### src/rtl/unary_add_seq.sv
// unary_add_seq: feeds two binary operands to a serial unary adder as thermometer streams and counts the unary result back to binary
module unary_add_seq #(
    parameter int LEN = 15,
    parameter int OW  = 4,
    parameter int WIN = 32,
    parameter int SW  = 6
) (
    input  logic          clk,
    input  logic          rst_n,
    input  logic          req_valid,
    output logic          req_ready,
    input  logic [OW-1:0] a_val,
    input  logic [OW-1:0] b_val,
    output logic          ua_rst_n,
    output logic          ua_en,
    output logic          ua_rw,
    output logic          ua_A,
    output logic          ua_B,
    input  logic          ua_dout,
    input  logic          ua_C,
    output logic          rsp_valid,
    input  logic          rsp_ready,
    output logic [SW-1:0] rsp_sum,
    output logic          rsp_ovf
);
    localparam int KW = $clog2((LEN > WIN ? LEN : WIN) + 1);
    localparam int CW = KW > OW ? KW : OW;

    typedef enum logic [2:0] {IDLE, CLR, FEED, DRAIN, RESP} state_t;

    state_t        state_q, state_d;
    logic [OW-1:0] a_q, a_d, b_q, b_d;
    logic [KW-1:0] k_q, k_d;
    logic [SW-1:0] sum_q, sum_d;
    logic          ovf_q, ovf_d;
    logic          req_ready_q, req_ready_d;
    logic          ua_rst_n_q, ua_rst_n_d;
    logic          ua_en_q, ua_en_d;
    logic          ua_rw_q, ua_rw_d;
    logic          ua_a_q, ua_a_d;
    logic          ua_b_q, ua_b_d;
    logic          rsp_valid_q, rsp_valid_d;

    // Next state, phase counter, result accumulation, and outputs derived from the next state so they register cleanly
    always_comb begin
        state_d = state_q;
        a_d     = a_q;
        b_d     = b_q;
        k_d     = k_q;
        sum_d   = sum_q;
        ovf_d   = ovf_q;
        case (state_q)
            IDLE: if (req_valid && req_ready_q) begin
                a_d     = a_val > OW'(LEN) ? OW'(LEN) : a_val;
                b_d     = b_val > OW'(LEN) ? OW'(LEN) : b_val;
                state_d = CLR;
            end
            CLR: begin
                sum_d   = '0;
                ovf_d   = 1'b0;
                k_d     = '0;
                state_d = FEED;
            end
            FEED: begin
                k_d     = k_q == KW'(LEN - 1) ? '0 : k_q + 1'b1;
                state_d = k_q == KW'(LEN - 1) ? DRAIN : FEED;
            end
            DRAIN: begin
                if (ua_dout) begin
                    if (sum_q == '1) ovf_d = 1'b1;
                    else sum_d = sum_q + 1'b1;
                end
                if (ua_C) ovf_d = 1'b1;
                k_d     = k_q == KW'(WIN - 1) ? '0 : k_q + 1'b1;
                state_d = k_q == KW'(WIN - 1) ? RESP : DRAIN;
            end
            RESP: if (rsp_ready) state_d = IDLE;
            default: state_d = IDLE;
        endcase
        req_ready_d = state_d == IDLE;
        ua_rst_n_d  = state_d != CLR;
        ua_en_d     = state_d == FEED || state_d == DRAIN;
        ua_rw_d     = state_d == DRAIN;
        ua_a_d      = state_d == FEED && CW'(k_d) < CW'(a_d);
        ua_b_d      = state_d == FEED && CW'(k_d) < CW'(b_d);
        rsp_valid_d = state_d == RESP;
    end

    // State and output registers with synchronous active-low reset
    always_ff @(posedge clk) begin
        if (!rst_n) begin
            state_q     <= IDLE;
            a_q         <= '0;
            b_q         <= '0;
            k_q         <= '0;
            sum_q       <= '0;
            ovf_q       <= 1'b0;
            req_ready_q <= 1'b1;
            ua_rst_n_q  <= 1'b0;
            ua_en_q     <= 1'b0;
            ua_rw_q     <= 1'b0;
            ua_a_q      <= 1'b0;
            ua_b_q      <= 1'b0;
            rsp_valid_q <= 1'b0;
        end else begin
            state_q     <= state_d;
            a_q         <= a_d;
            b_q         <= b_d;
            k_q         <= k_d;
            sum_q       <= sum_d;
            ovf_q       <= ovf_d;
            req_ready_q <= req_ready_d;
            ua_rst_n_q  <= ua_rst_n_d;
            ua_en_q     <= ua_en_d;
            ua_rw_q     <= ua_rw_d;
            ua_a_q      <= ua_a_d;
            ua_b_q      <= ua_b_d;
            rsp_valid_q <= rsp_valid_d;
        end
    end

    assign req_ready = req_ready_q;
    assign ua_rst_n  = ua_rst_n_q;
    assign ua_en     = ua_en_q;
    assign ua_rw     = ua_rw_q;
    assign ua_A      = ua_a_q;
    assign ua_B      = ua_b_q;
    assign rsp_valid = rsp_valid_q;
    assign rsp_sum   = sum_q;
    assign rsp_ovf   = ovf_q;
endmodule
### config.mk
export PLATFORM = sky130hd
export DESIGN_NAME = unary_add_seq
export DESIGN_NICKNAME = d
export VERILOG_FILES = /design/src/rtl/unary_add_seq.sv
export SDC_FILE = /design/constraint.sdc
export NUM_CORES = 1
export LEC_CHECK = 0
export CORE_AREA = 2 2 97 52
export DETAILED_ROUTE_END_ITERATION = 7
export DIE_AREA = 0 0 99 54
export SETUP_SLACK_MARGIN = 0.5
export SYNTH_ARGS = -nofsm -noshare
export SYNTH_HDL_FRONTEND = slang
export SYNTH_SLANG_ARGS = --single-unit
### constraint.sdc
create_clock -name clk -period 3.1 [get_ports clk]
set_input_delay 0.62 -clock clk [delete_from_list [all_inputs] [get_ports clk]]
set_output_delay 0.62 -clock clk [all_outputs]
set_load 0.03 [all_outputs]
==> metrics.md, run 1 <==
| Metric | Value |
|---|---|
| Most frequent cells in the layout | dfxtp_1, clkdlybuf4s50_1, nor2_1 |
| Die width | about 99 µm |
| Antenna Nets Post-Route | 0 |
| Worst-Skew Late Latency | around 280 ps |
| DIE HEIGHT | 54 µm |
| CTS Buffer Depth | 2 |
| Syn_nets | between 150 and 200 |
| Row count | 18 |
| Port Buffer Count | 27 |
| Period utilisation layout | approximately four fifths |
| CP max-delay cell | dfxtp_2 |
| Initial antenna violation count | 0 |
| Area of the core | 0.00462 mm² |
| Final net count | ~220 |
| Top Usage Layer GRT | met1 |
| CTS root buffer | clkbuf_8 |
| Final core utilization | between 40% and 50% |
| Wire per inst | between 10 and 15 µm |
| FILL cells | between 400 and 500 |
| Fin Clk Skew | 7.86 ps |
| Layout cell share with drive strength beyond 1 | ~14% |
| Hpwl dp | 2590 µm |
| Status | finished clean |
| IO Pins | 28 |
| Sequential share of the synthesized area | around two fifths |
| M1 GR Usage | ~24% |
| Worst ir drop on vdd | slightly below 0.2 mV |
| Leak | 0.742 nW |
| Worst Max-Slew Pin Slew | a little under 600 ps |
| Placed cell count | ~250 |
| Slew margin rel. | roughly 60% |
| Critical path class | reg -> reg |
| Setup crit start kind | flip-flop |
| Finished Layout Cells | ~260 |
| Most common cell after layout, fill and taps aside | dfxtp_1 |
| Final Slew Violations | 0 |
| RSZ-0062 raised after global routing | no |
| CP cell instances | ha_1 -> and3_2 -> nand4_1 -> a31oi_4 -> a211oi_2 -> ha_1 -> or3_1 -> or3_1 -> a21oi_1 |
| H-tree depth | 2 |
| Distinct cells, synth | 43 |
| Post-Syn Area | 0.00152 mm² |
| Vias | around 1200 |
| Final hold viol count | 0 |
| # DRC | 0 |
| M3 GR Usage | 5.97% |
| CTS Sinks | 31 |
| Final wirelength | ~3500 µm |
| Power density over cell area | 500 mW/mm² |
| Worst Path Max Fanout | 7 |
| Post-synth top area cell | dfxtp_1 |
| Die area | 0.00535 mm² |
| Yosys reg bits | 31 |
| Final setup fails | 0 |
| Yosys top cell area share | 40.8% |
| Initial Util | 33.0% |
| Inserted Clock Buffers | 5 |
| Fmax | between 300 and 400 MHz |
| Antenna cells | 0 |
| Top cells by area, synth | dfxtp_1, ha_1, mux2i_1 |
| Met2 usage | between 10 and 15% |
| CTS tree | built |
| Vias in the first global route | ~1100 |
| Syn Inst Count | 160 |
| Worst hold path type | reg -> reg |
| Mapped Avg Cell Area | roughly 9.5 µm² |
| First-pass GRT wire length | 5820 µm |
| Gr ovfl total | 0 |
| CP arrival | approximately 2700 ps |
| Vias per Instance | about 4.9 |
| Min cycle time layout | approximately 2500 ps |
| CP max stage delay | 360 ps |
| CP endpoint kind | flip-flop |
| Crit path required time | around 3300 ps |
| Initial DRC Count | 94 |
| Routability cong. | between 0.7 and 0.8 |
| Fin Setup TNS | 0 ps |
| Reg clk slew, reported paths | about 60 ps |
| Power, Total | 0.993 mW |
| TritonRoute pass-1 iters | 4 |
| Number of max-cap violations | 0 |
| Total GRT Usage | approximately 15% |
| Maximum number of pins on one net before global-route repair | 18 |
| Synthesis-to-layout area growth | 30.5% |
| Syn. warnings | 0 |
-- per-stage QoR --
step | cell area (µm²) | hold slack (ps) | setup WS [ps]
finish | 1990 | 489 | 599
global placement | 1860 | 478 | 361
global route | 1990 | 526 | 498
CTS | 1960 | 490 | 516
floorplan | 1520 | 450 | 783
detailed placement | 1860 | 461 | 335
-- where the power goes --
part	switching (mW)	internal, mW	total [mW]
sequential	0.0167	0.425	0.442
clock	0.146	0.174	0.320
combinational	0.122	0.109	0.231
total	0.286	0.708	0.993
-- sequential cells by signal (all words and copies together), names as in the netlist, 3 cells and up --
register / cells
state_q: 3
a_q: 4
rsp_sum: 6
b_q: 4
k_q: 6
-- cells in the mapped netlist, drive strengths merged --
master / n
a2111oi: 1
a211o: 1
a211oi: 7
a21o: 1
a21oi: 5
a22oi: 1
a31oi: 2
and2: 2
and3: 3
and4: 1
buf: 3
clkbuf: 2
clkinv: 1
dfxtp: 31
ha: 9
inv: 4
mux2i: 9
nand2: 7
nand2b: 4
nand3: 3
nand3b: 1
nand4: 4
nor2: 22
nor2b: 1
nor3: 5
nor4: 1
nor4b: 2
o2111ai: 1
o21a: 2
o21ai: 5
o21ba: 2
o21bai: 1
o31ai: 1
o41ai: 1
or2b: 1
or3: 5
or4: 1
xnor2: 5
xor2: 2
-- layer usage --
layer | routed length [µm] | vias up | share of wire, %
li1 | - | 649 | -
met1 | 2100 | 555 | 60
met2 | 1130 | 38 | 32
met3 | 238 | 5 | 6.8
met4 | 32 | 0 | 0.91
met5 | 0 | - | 0
-- kinds of logic (layout without fill, tap and decap cells) --
logic type	Yosys count	in the layout	share of synthesized area (%)
simple gates	63	63	22.8
compound gates	31	31	15.2
flops	31	31	40.8
buf+inv	10	46	3.94
fa+ha+maj	9	9	7.40
mux	9	9	5.92
xor+xnor	7	7	4.03
-- final timing paths --
check	start	endpoint	slack, ps	cells past startpoint
setup reg to reg	k_q[0]$_SDFF_PN0_	ua_A$_SDFF_PN0_	600	9
hold reg to reg	rsp_ovf$_SDFFE_PN0P_	rsp_ovf$_SDFFE_PN0P_	490	2
setup / recovery	k_q[0]$_SDFF_PN0_	ua_A$_SDFF_PN0_	600	9
hold / removal	rsp_ovf$_SDFFE_PN0P_	rsp_ovf$_SDFFE_PN0P_	490	2
-- cell type report --
| class | instances | area, µm² | area share [%] |
|---|---|---|---|
| flip-flops and latches | 31 | 623 | 31.4 |
| repair buffers | 34 | 323 | 16.2 |
| well taps | 60 | 75.1 | 3.78 |
| inverters | 5 | 18.8 | 0.945 |
| clock inverters | 1 | 5.00 | 0.252 |
| clock buffers | 6 | 82.6 | 4.16 |
| multi-input cells | 119 | 860 | 43.3 |
-- critical path, delay by kind of cell, from the launching register on --
kind	cells	cell delay [ps]
AO/OA/AOI/OAI	3	630
adder cells (fa/ha/maj)	2	380
flip-flops	1	360
AND/OR/NAND/NOR	4	1060
-- what timing repair did --
action,in CTS,in global routing
hold buffers,0,0
setup buffers,0,2
resized for setup,1,5
setup endpoints to repair,2,2
gates cloned,0,0
hold endpoints to repair,0,0
pin swaps,0,1
(Power assumes the default switching activity.)
==> run 2: changes to the inputs <==
Clock period 3.1 ns to 2.3 ns, I/O delays scaled along.
==> metrics.md, run 2 (synthesis gave the netlist of run 1 again) <==
| Metric | Value |
|---|---|
| Status | finished, violations left |
| Failing checks | setup timing |
| Critical path class | reg -> reg |
| Power Internal | between 1 and 1.5 mW |
| M1 GR Usage | between 20% and 30% |
| CTS Sinks | 31 |
| Final core utilization | just under 50% |
| Worst ir drop on vdd | around 0.26 mV |
| Placed cell count | 262 |
| Final wirelength | ~4000 µm |
| Met2 usage | between 15 and 20% |
| Switching share of power | 29.8% |
| Clk pwr share | between 30% and 40% |
| Fin Clk Skew | around 8 ps |
| M3 GR Usage | around 4.4% |
| CTS root buffer | clkbuf_8 |
| Area of the core | approximately 0.0046 mm² |
| Top Usage Layer GRT | met1 |
| Port Buffer Count | 27 |
| Hpwl dp | 2800 µm |
| Worst hold path type | reg -> reg |
| CTS tree | built |
| Comb power frac | between 20% and 30% |
| Finished Layout Cells | roughly 270 |
| Number of max-cap violations | 0 |
| CP arrival | roughly 2700 ps |
| Psw | between 0.4 and 0.5 mW |
| Maximum number of pins on one net before global-route repair | 18 |
| Power density over cell area | approximately 650 mW/mm² |
| Setup crit start kind | flip-flop |
| Row count | 18 |
| Slew margin rel. | a little under three fifths |
| Leak | ~0.87 nW |
| Reg clk slew, reported paths | approximately 70 ps |
| FILL cells | between 400 and 500 |
| Total GRT Usage | between 10% and 20% |
| Initial antenna violation count | 0 |
| CP endpoint kind | flip-flop |
| CP cell instances | inv_4 -> ha_4 -> nor4b_4 -> nand4_1 -> a31oi_4 -> a211oi_4 -> ha_2 -> or3_1 -> or3_4 -> a21oi_2 |
| Worst-Skew Late Latency | 280 ps |
| RSZ-0062 raised after global routing | yes |
| Antenna Nets Post-Route | 0 |
| Final setup fails | 2 |
| Final instance area | 0.00227 mm² |
| Area taken by flip-flops and latches | 632 µm² |
| Part of the power in registers | 40.9% |
| Antenna cells | 0 |
| Layout cell share with drive strength beyond 1 | about 29% |
| IO Pins | 28 |
| Vias per Instance | between 5 and 6 |
| # DRC | 0 |
| Crit path required time | approximately 2500 ps |
| TritonRoute pass-1 iters | 4 |
| Inserted Clock Buffers | 5 |
| Worst Max-Slew Pin Slew | 646 ps |
| Fmax | about 400 MHz |
| Initial DRC Count | between 70 and 80 |
| Final hold viol count | 0 |
| Vias in the first global route | 1195 |
| First-pass GRT wire length | just over 6000 µm |
| H-tree depth | 2 |
| Final Slew Violations | 0 |
| Min cycle time layout | ~2500 ps |
| Synthesis-to-layout area growth | 48.8% |
| CTS Buffer Depth | 2 |
| Final net count | about 240 |
| CP max stage delay | 360 ps |
| Most frequent cells in the layout | dfxtp_1, buf_4, clkdlybuf4s50_1 |
| Gr ovfl total | 0 |
| Vias | between 1000 and 1500 |
| Initial Util | about 33% |
| Worst Path Max Fanout | 5 |
| DP Area | between 0.002 and 0.0025 mm² |
| Wire per inst | about 15 µm |
| Routability cong. | about 0.83 |
| Die width | approximately 99 µm |
| Setup ws final | -152 ps |
| Power, Total | about 1.5 mW |
| Period utilisation layout | 107% |
| Most common cell after layout, fill and taps aside | dfxtp_1 |
| DIE HEIGHT | between 50 and 60 µm |
| Die area | 0.00535 mm² |
| Multi-input logic area | slightly below 0.001 mm² |
| CP max-delay cell | dfxtp_4 |
[run 2: per-stage QoR]
stage | hold slack [ps] | TNS, ps | worst slack (ps)
floorplan | 450 | 0 | 107
global placement | 469 | -436 | -230
detailed placement | 464 | -422 | -214
CTS | 494 | -92.9 | -61.8
global route | 528 | -518 | -275
finish | 489 | -268 | -152
[run 2: repair_timing]
| item | 4_1_cts | 5_1_grt |
|---|---|---|
| pin swaps | 1 | 5 |
| gates cloned | 0 | 0 |
| gates resized for setup | 7 | 21 |
| endpoints found under the setup margin | 9 | 5 |
| hold buffers | 0 | 0 |
| setup buffers | 1 | 3 |
[run 2: metal layers]
| layer | wire [µm] | share of wire (%) | vias to the layer above |
|---|---|---|---|
| met3 | 261 | 6.6 | 5 |
| met2 | 1520 | 38 | 42 |
| met1 | 2180 | 55 | 654 |
| li1 | - | - | 685 |
| met5 | 0 | 0 | - |
| met4 | 23 | 0.58 | 0 |
[run 2: power by group through the flow]
stage / clock [mW] / sequential (mW) / combinational, mW
floorplan: 0 / 0.628 / 0.195
global placement: 0 / 0.608 / 0.356
detailed placement: 0 / 0.608 / 0.359
CTS: 0.452 / 0.596 / 0.363
global route: 0.479 / 0.602 / 0.456
finish: 0.445 / 0.598 / 0.419
[run 2: layout make-up]
type | count | share of cell area, %
Clock buffer | 7 | 3.81
Tap cell | 60 | 3.31
Clock inverter | 1 | 0.221
Timing Repair Buffer | 51 | 20.1
Inverter | 5 | 0.939
Multi-Input combinational cell | 119 | 43.7
Sequential cell | 31 | 27.9
[run 2: final timing paths]
path,start,end,slack (ps),cells past startpoint
worst min register to register,rsp_ovf$_SDFFE_PN0P_,rsp_ovf$_SDFFE_PN0P_,490,2
worst max-delay path,k_q[0]$_SDFF_PN0_,ua_A$_SDFF_PN0_,-150,10
worst min-delay path,rsp_ovf$_SDFFE_PN0P_,rsp_ovf$_SDFFE_PN0P_,490,2
worst max register to register,k_q[0]$_SDFF_PN0_,ua_A$_SDFF_PN0_,-150,10
[run 2: critical path: cells and delay by family (launching register included)]
family	cells	cell delay (ps)
AND/OR/NAND/NOR	4	1080
flip-flops	1	360
adder cells (fa/ha/maj)	2	320
buffers and inverters	1	60
AO/OA/AOI/OAI	3	570
==> run 3: changes to the inputs <==
Settings changed: PLACE_DENSITY set to 0.67, TNS_END_PERCENT set to 100.
==> metrics.md, run 3 (synthesis gave the netlist of run 1 again) <==
| Metric | Value |
|---|---|
| Status | finished, violations left |
| Failing checks | setup timing |
| CTS Hold Bufs | 0 |
| Layout cell share with drive strength beyond 1 | 21.4% |
| Routability cong. | 0.800 |
| Area of the core | about 0.0046 mm² |
| Gr ovfl total | 0 |
| Fmax | 416 MHz |
| Cell family with most CP delay | simple AND/OR/NAND/NOR gates |
| Power, Total | 1.35 mW |
| First-pass GRT wire length | 6430 µm |
| CTS tree | built |
| Period utilisation layout | 105% |
| Final setup fails | 2 |
| Final core utilization | between 40 and 50% |
| Worst hold path type | reg -> reg |
| Slew margin rel. | around three fifths |
| Reg clk slew, reported paths | 60 ps |
| R2r startpoint | k_q[0]$_SDFF_PN0_ |
| DIE HEIGHT | roughly 54 µm |
| Final net count | around 230 |
| Worst Max-Slew Pin Slew | between 500 and 600 ps |
| Inserted Clock Buffers | 5 |
| Most frequent cells in the layout | dfxtp_1, nor2_1, clkdlybuf4s50_1 |
| RSZ-0062 raised after global routing | yes |
| Row count | 18 |
| Met2 usage | between 20% and 30% |
| Wire per inst | roughly 14 µm |
| M3 GR Usage | under 10% |
| Crit path depth | 10 |
| CP most frequent cell | or3_1 |
| Final hold viol count | 0 |
| Initial Util | approximately 33% |
| Number of max-cap violations | 0 |
| Total GRT Usage | 16.1% |
| H-tree depth | 2 |
| IO Pins | 28 |
| Buffers & Inverters on Critical Path | 1 |
| Critical path class | reg -> reg |
| Initial DRC Count | 92 |
| CP max-delay cell | dfxtp_4 |
| Leak | between 0.8 and 0.9 nW |
| Setup ws final | -104 ps |
| Worst ir drop on vdd | 0.252 mV |
| Die area | around 0.0053 mm² |
| Worst Path Max Fanout | 4 |
| Vias per Instance | between 4 and 5 |
| TritonRoute pass-1 iters | 4 |
| Min cycle time layout | about 2400 ps |
| Final Slew Violations | 0 |
| Antenna cells | 0 |
| Crit path required time | between 2000 and 3000 ps |
| Reg2reg path depth | 10 |
| CTS root buffer | clkbuf_8 |
| CP max stage delay | between 300 and 400 ps |
| Final instance area | approximately 0.0021 mm² |
| Power density over cell area | approximately 640 mW/mm² |
| Maximum number of pins on one net before global-route repair | 18 |
| Final wirelength | 3790 µm |
| Placement Setup Slack | -311 ps |
| Vias | 1329 |
| Top Usage Layer GRT | met1 |
| Fin Setup TNS | -181 ps |
| # DRC | 0 |
| Synthesis-to-layout area growth | 39.0% |
| Setup crit start kind | flip-flop |
| Setup crit start | k_q[0]$_SDFF_PN0_ |
| CTS Buffer Depth | 2 |
| Vias in the first global route | 1268 |
| Fin Clk Skew | around 4.8 ps |
| CP cell instances | inv_2 -> ha_1 -> nor4b_4 -> nand4_1 -> a31oi_4 -> a211oi_2 -> ha_2 -> or3_1 -> or3_1 -> a21oi_1 |
| Most common cell after layout, fill and taps aside | dfxtp_1 |
| CP endpoint kind | flip-flop |
| DP Area | around 0.0020 mm² |
| HP Start | rsp_ovf$_SDFFE_PN0P_ |
| CP arrival | 2620 ps |
| M1 GR Usage | around a quarter |
| Antenna Nets Post-Route | 0 |
| Worst-Skew Late Latency | approximately 280 ps |
| Hpwl dp | 2870 µm |
| CTS Sinks | 31 |
| Initial antenna violation count | 0 |
| Die width | 99 µm |
| WHS Path Cells | 2 |
| Port Buffer Count | 27 |
==> run 3: final timing paths <==
| path | to | slack [ps] |
|---|---|---|
| setup / recovery | ua_B$_SDFF_PN0_ | -100 |
| hold / removal | rsp_ovf$_SDFFE_PN0P_ | 480 |
| setup reg to reg | ua_B$_SDFF_PN0_ | -100 |
| hold reg to reg | rsp_ovf$_SDFFE_PN0P_ | 480 |
==> run 3: layout make-up <==
| class | instances | area, µm² |
|---|---|---|
| inverter | 5 | 18.8 |
| sequential | 31 | 627 |
| tap | 60 | 75.1 |
| fill | 420 | 2500 |
| clock buffer | 7 | 76.3 |
| timing repair buffer | 44 | 407 |
| multi-input combinational | 119 | 913 |
==> run 3: worst reg2reg max path, stage by stage, from the launching register on <==
cell	delay (ps)
dfxtp_4	370
inv_2	50
ha_1	140
nor4b_4	200
nand4_1	190
a31oi_4	260
a211oi_2	120
ha_2	200
or3_1	350
or3_1	330
a21oi_1	130
==> run 3: power breakdown <==
part | total, mW | internal (mW) | leakage (nW) | switching (mW)
Sequential | 0.595 | 0.573 | 0.254 | 0.0216
Combinational | 0.351 | 0.172 | 0.538 | 0.179
Clock | 0.401 | 0.208 | 0.0383 | 0.193
Total | 1.35 | 0.953 | 0.830 | 0.394
==> run 3: layer usage <==
metal,vias to the layer above,share of wire [%]
met5,-,0
li1,667,-
met1,619,55
met4,0,1.1
met3,7,7.0
met2,36,37
==> run 3: timing repair <==
item,4_1_cts,5_1_grt
endpoints found under the hold margin,0,0
gates resized for setup,6,5
endpoints found under the setup margin,8,5
buffers inserted,0,2
gates cloned,0,0
pin swaps,0,1
==> run 3: through the flow <==
| step | cells | hold slack [ps] |
|---|---|---|
| after floorplan | 160 | 450 |
| after global placement | 257 | 470 |
| after detailed placement | 257 | 467 |
| after CTS | 264 | 483 |
| after global routing | 266 | 502 |
| final | 266 | 478 |
